File: src/rtl/bs_digit_packer.sv
// Digit-serial to parallel packer: collects signed digits MSD-first into a
// W-digit borrow-save word and holds it for the downstream converter.
module bs_digit_packer #(
  parameter int W = 64
) (
  input  logic                   clk,
  input  logic                   srst,
  input  logic                   d_valid,
  output logic                   d_ready,
  input  logic [1:0]             d_digit,
  input  logic                   d_last,
  output logic                   y_valid,
  input  logic                   y_ready,
  output logic [2*W-1:0]         y,
  output logic [$clog2(W+1)-1:0] y_ndig
);

  localparam int KW = (W > 1) ? $clog2(W) : 1;
  localparam int NW = $clog2(W + 1);

  typedef enum logic {
    ACC  = 1'b0,
    HOLD = 1'b1
  } state_t;

  state_t          state;
  state_t          state_nxt;
  logic [KW-1:0]   k;
  logic [KW-1:0]   pos;
  logic [2*W-1:0]  dbuf;
  logic [2*W-1:0]  dbuf_ins;
  logic            dig_acc;
  logic            word_done;
  logic            word_xfer;

  // The redundant pair 11 carries value zero; fold it to 00 so y stays canonical.
  function automatic logic [1:0] norm_digit(input logic [1:0] dg);
    return (dg == 2'b11) ? 2'b00 : dg;
  endfunction

  // State register; reset wins over any handshake in flight.
  always_ff @(posedge clk) begin
    if (srst) state <= ACC;
    else      state <= state_nxt;
  end

  // Next-state and handshake decode; d_ready depends only on state and srst.
  always_comb begin
    state_nxt = state;
    d_ready   = 1'b0;
    y_valid   = 1'b0;
    case (state)
      ACC: begin
        d_ready = !srst;
        if (d_valid && (d_last || (k == KW'(W - 1)))) state_nxt = HOLD;
      end
      HOLD: begin
        y_valid = 1'b1;
        if (y_ready) state_nxt = ACC;
      end
      default: state_nxt = ACC;
    endcase
  end

  assign dig_acc   = d_valid && d_ready;
  assign word_done = dig_acc && (d_last || (k == KW'(W - 1)));
  assign word_xfer = (state == HOLD) && y_ready;
  assign pos       = KW'(W - 1) - k;

  // Buffer with the incoming digit dropped into its MSD-first slot.
  always_comb begin
    dbuf_ins = dbuf;
    dbuf_ins[{pos, 1'b0} +: 2] = norm_digit(d_digit);
  end

  // Digit counter, assembly buffer and the held output word.
  always_ff @(posedge clk) begin
    if (srst) begin
      k      <= '0;
      dbuf   <= '0;
      y      <= '0;
      y_ndig <= '0;
    end else if (word_xfer) begin
      k      <= '0;
      dbuf   <= '0;
      y      <= '0;
      y_ndig <= '0;
    end else if (dig_acc) begin
      dbuf <= dbuf_ins;
      if (word_done) begin
        y      <= dbuf_ins;
        y_ndig <= NW'(k) + NW'(1);
      end else begin
        k <= k + KW'(1);
      end
    end
  end

endmodule

File: config.mk
export PLATFORM = sky130hd
export DESIGN_NAME = bs_digit_packer
export DESIGN_NICKNAME = d
export VERILOG_FILES = /design/src/rtl/bs_digit_packer.sv
export SDC_FILE = /design/constraint.sdc
export NUM_CORES = 1
export LEC_CHECK = 0
export ABC_AREA = 0
export CAP_MARGIN = 40
export CELL_PAD_IN_SITES_DETAIL_PLACEMENT = 0
export CELL_PAD_IN_SITES_GLOBAL_PLACEMENT = 1
export CORE_MARGIN = 2
export CORE_UTILIZATION = 34
export CTS_CLUSTER_SIZE = 24
export DETAILED_ROUTE_END_ITERATION = 8
export PLACE_DENSITY = 0.77
export SETUP_SLACK_MARGIN = 0.5
export SKIP_LAST_GASP = 1
export SYNTH_ARGS = -nofsm -noshare
export SYNTH_HDL_FRONTEND = slang
export SYNTH_SLANG_ARGS = --single-unit
File: constraint.sdc
create_clock -name clk -period 2.95 [get_ports clk]
set_clock_uncertainty 0.2 [all_clocks]
set_input_delay 0.59 -clock clk [delete_from_list [all_inputs] [get_ports clk]]
set_output_delay 0.59 -clock clk [all_outputs]
set_load 0.01 [all_outputs]
==> After elaboration in Yosys (flattened, before gate mapping) <==
Index checks and enable logic that the tools add are counted.
{ "classes": {"n_bitwise": 2, "reduce_logical": 9, "muxes": 7, "n_shift": 2, "n_eq_ne": 2, "n_addsub": 4} }
{ "ops": {"columns": ["operator", "count"], "rows": [
  ["bitwise mux 128 bit", 1],
  ["variable shift 2 x 9 -> 128 bit, first input constant", 1],
  ["indexed part select 2 x 9 -> 128 bit", 1],
  ["negator 7 -> 9 bit", 1],
  ["adder 6 x 1 -> 7 bit, second input constant", 1],
  ["adder 6 x 1 -> 6 bit, second input constant", 1],
  ["== test 6 bit, second input constant", 1],
  ["subtractor 6 bit, first input constant", 1],
  ["logical AND 1 bit", 4],
  ["two-way mux 1 bit", 4],
  ["AND reduction 2 bit", 2],
  ["== test 2 bit, second input constant", 1],
  ["two-way mux 2 bit", 1],
  ["inverter 1 bit", 2],
  ["one-hot mux 1 bit (2 select lines)", 1],
  ["OR reduction 2 bit", 1],
  ["logical NOT 1 bit", 1],
  ["logical OR 1 bit", 1]
]} }
{ "word_totals": {"output_inout_bits": 137, "reg_bits": 270, "input_bits": 7} }

==> Logic depth before layout (Yosys ltp) <==
{ "logic_depth": {"depth_word": 6, "depth_mapped": 9, "ltp_nobuf": 6} }

==> Worst setup path after synthesis <==
OpenSTA, ideal clock, no wires.
{ "synth_path": {"path_kind": "input -> register", "start": "input srst", "end": "register y[46]", "path_stages": 6, "slack_ns": 0.745, "arrival_ns": 1.873, "t_required_ns": 2.617, "setup_time_ns": 0.133, "n_path_buf": 3, "path_cell_list": "or3b_1 clkbuf_1 nor2_2 buf_2 clkbuf_1 a21oi_1"} }
{ "synth_via": {"elab_chain_len": 5, "elab_cells_between_ends": 6} }
{ "synth_lines": {"columns": ["item", "line", "source"], "rows": [
  ["start: declaration", "7", "input logic srst,"],
  ["logical NOT 1 bit", "54", "d_ready = !srst;"],
  ["two-way mux 1 bit", "52", "case (state)"],
  ["logical AND 1 bit", "65", "assign dig_acc = d_valid && d_ready;"],
  ["logical AND 1 bit", "66", "assign word_done = dig_acc && (d_last || (k == KW'(W - 1)));"],
  ["AND reduction 2 bit (no line)", null, null],
  ["end signal: assignment", "91", "y <= dbuf_ins;"],
  ["end: declaration", "14", "output logic [2*W-1:0] y,"]
]} }
Parallel ways exist; a longest one is shown, timed or not.
A chain may end at the register's enable or synchronous reset.

==> Final worst setup path <==
{ "layout_path": {"start": "register k[0]", "end": "register dbuf[70]"} }
{ "layout_via": {"elab_chain_len": 4, "elab_cells_between_ends": 5} }
{ "layout_lines": {"columns": ["item", "line", "source"], "rows": [
  ["start: declaration", "28", "logic [KW-1:0] k;"],
  ["start signal: assignment", "94", "k <= k + KW'(1);"],
  ["subtractor 6 bit *", "68", "assign pos = KW'(W - 1) - k;"],
  ["negator 7 -> 9 bit *", "73", "dbuf_ins[{pos, 1'b0} +: 2] = norm_digit(d_digit);"],
  ["indexed part select 2 x 9 -> 128 bit or variable shift 2 x 9 -> 128 bit (tied branches)", "73", null],
  ["bitwise mux 128 bit *", "73", null],
  ["end signal: assignment", "89", "dbuf <= dbuf_ins;"],
  ["end: declaration", "30", "logic [2*W-1:0] dbuf;"]
]} }
Mark *: on every way between the ends. The rest lies on a longest branch, timed or not.

==> impl_metrics.toml <==
[critical_path]
worstSetupEndpointType = "flip-flop"
startpoint_type = "flip-flop"
reg2reg_slack_ps = 540
path_max_fanout = 37
ff2ff_path_depth = 7
crit_type = "reg -> reg"
crit_arrival_ps = 2610
r2r-start = "k[0]$_SDFFE_PP0P_"
r2r-end = "dbuf[70]$_SDFFE_PP0P_"
critPathRequiredTime_ps = 3160

[logic_synthesis]
yosys-top-cells-count = "dfxtp_1 (270), nand2_1 (189), o21ai_0 (163)"
yosys.area_share.adder_pct = 0.105
ys_seq_area_share_pct = 45.4
synth_top_area_share_pct = 45.4
synth_area_per_cell_um2 = 8.54
synth_warnings = 0
synth-simple-area-share_pct = 16.1
synth_seq_cells = 270
synthTopCellsByArea = "dfxtp_1 (45%), mux2i_1 (12%), o21ai_0 (6.9%)"
synth_nets = 1402
synth_flop_cell = "dfxtp_1"
synth_top_cell_by_area = "dfxtp_1"
synthArstFlopShare_pct = 0
synth_xor_area_share_pct = 0.862
synth-compound-area-share_pct = 20.0
netlist_area_um2 = 11900
syn_inst = 1394
synth_edf_count = 0
synth_top_family_by_area = "compound AO/OA/AOI/OAI gates"
muxShareOfSynthArea_pct = 12.5
synth.distinct_cells = 60
post-synth-top-count-cell = "dfxtp_1"

[route]
wl_um = 37900
firstDrtPassIters = 5
detail-route-antenna-nets = 0
drc = 0
drtIter0Drc = 800
wire_per_inst_um = 19.1
vias = 10800
vias_per_cell = 5.41

[pwr]
p_leak_nw = 5.55
ir_drop_uv = 495
power_per_cell_area_nw_per_um2 = 554

[sta]
worstMarginPinSlew_ps = 610
hold_viol_final = 0
period_share_pct = 81.6
final_max_slew_viol_count = 0
min_period_ps = 2410
fmax_mhz = 415
rsz0062_at_grt = "true"
fin_tns_setup_ps = 0
relSlewSlack_pct = 58.8
setup_viol = 0

[min_path]
hold_class = "reg -> reg"
hold_end = "y[100]$_SDFFE_PP0P_"
whs_path_depth = 2
min-delay-start = "y[100]$_SDFFE_PP0P_"

[floorplan]
die_y_um = 191
initial_core_util_pct = 34.4
core_um2 = 34500
dieArea_um2 = 36500
num_rows = 68
dieWidth_um = 191
io_pins = 144

[cells_and_area]
drive_above_1_share_pct = 12.1
n_antenna_cell = 0
n_fill_cell = 3410
final_nets = 1521
synthToLayoutAreaGrowth_pct = 28.7
design_area_um2 = 15300

[cts]
htree_levels = 1
clk_pin_slew_ps = 60
cts_sinks = 270
cts_root_buf = "clkbuf_16"
cts_buffer_depth = 3
numCtsBuffers = 30
cts_tree = "built"
clock_latency_ps = 560
post_cts_buffers = 0

[grt]
overflow = 0
grt_antenna_before_repair = 0
grt_pass1_wl_um = 59000
grt_pass1_vias = 10500
track_usage_pct = 20.3
grt_start_max_net_pins = 79

[run]
maxCapViolCount = 0

[place]
dp.final_hpwl_um = 25200
place.gp.congestion = 0.807
placed_area_um2 = 14100
numPortBuffers = 143

[outcome]
status = "finished, final reports clean"
cells in the final DEF (no fill, tap or decap), types with 3 or more instances in the layout:
cell type / instances
a211oi_1: 5
a21o_1: 3
a21oi_1: 127
a31oi_1: 53
and2_1: 7
buf_12: 15
buf_4: 56
bufinv_16: 6
clkbuf_1: 4
clkbuf_16: 31
clkbuf_8: 6
clkdlybuf4s50_1: 142
clkinv_2: 4
dfxtp_1: 267
dfxtp_2: 3
mux2i_1: 148
nand2_1: 184
nand2_2: 7
nand2b_1: 4
nand3_1: 72
nor2_1: 63
nor2_2: 5
nor2b_1: 6
nor3_1: 23
nor3_2: 19
o211ai_1: 38
o21ai_0: 163
o21ai_1: 5
or2_2: 3
or3_1: 5
xnor2_1: 4
xor2_1: 4
report_power, final:
group,switching (mW),internal (mW),total (mW)
Sequential,0.0478,3.71,3.76
Combinational,0.361,0.239,0.600
Clock,1.53,2.58,4.11
critical path: stages, from the launching register on:
cell	delay, ps
dfxtp_1	380
buf_4	240
nand3_1	150
o31ai_1	400
o21ai_2	130
buf_12	200
or3_1	410
mux2i_1	150
cell type report:
cell class | instances | area, um2 | share of cell area, %
clock buffer | 41 | 873 | 5.70
clock inverter | 13 | 224 | 1.46
inverter | 2 | 7.51 | 0.0490
multi-input combinational | 994 | 6070 | 39.6
sequential | 270 | 5410 | 35.3
tap | 455 | 569 | 3.72
timing repair buffer | 215 | 2160 | 14.1
per-stage QoR:
step	hold WS (ps)	power [mW]	cells	utilization (%)	setup WS, ps
final	255	8.48	1990	44.3	543
after global routing	269	8.74	1990	44.3	386
after CTS	255	8.55	1990	44.1	519
after detailed placement	244	4.43	1936	40.7	114
after global placement	240	4.43	1935	40.7	147
after floorplan	231	4.12	1394	-	745
per-layer routing:
layer / vias to the layer above / wire, um / track usage (%)
li1: 5185 / - / -
met2: 306 / 17400 / 33.4
met5: - / 0 / 0
met4: 0 / 1090 / 6.33
met3: 70 / 1940 / 2.75
met1: 5199 / 17600 / 27.5
logic make-up (layout without fill, tap and decap cells):
kind of cell / after synthesis / after routing
muxes: 148 / 148
DFF: 270 / 270
AOI/OAI and AO/OA: 418 / 418
and+or+nand+nor: 417 / 417
adders and majority gates: 1 / 1
xor gates and xnor gates: 10 / 10
buffers and inverters: 130 / 271
state kept, by name (all words and copies together), names as in the netlist:
name	flops
y	128
y_ndig	7
state	1
k	6
dbuf	128
repair_timing:
item	CTS	global route
resized for setup	18	21
setup endpoints to repair	147	163
hold endpoints to repair	0	0
hold buffers	0	0
how the worst max path moves through the flow:
stage                                   endpoint  depth (start not counted)         startpoint
after floorplan               y[46]$_SDFFE_PP0P_                          6               srst
after global placement     dbuf[71]$_SDFFE_PP0P_                          5            d_valid
after detailed placement  dbuf[103]$_SDFFE_PP0P_                          7  k[1]$_SDFFE_PP0P_
after CTS                  dbuf[33]$_SDFFE_PP0P_                          6  k[4]$_SDFFE_PP0P_
after global routing       dbuf[90]$_SDFFE_PP0P_                          7  k[0]$_SDFFE_PP0P_
final                      dbuf[70]$_SDFFE_PP0P_                          7  k[0]$_SDFFE_PP0P_
(Power assumes the default switching activity.)
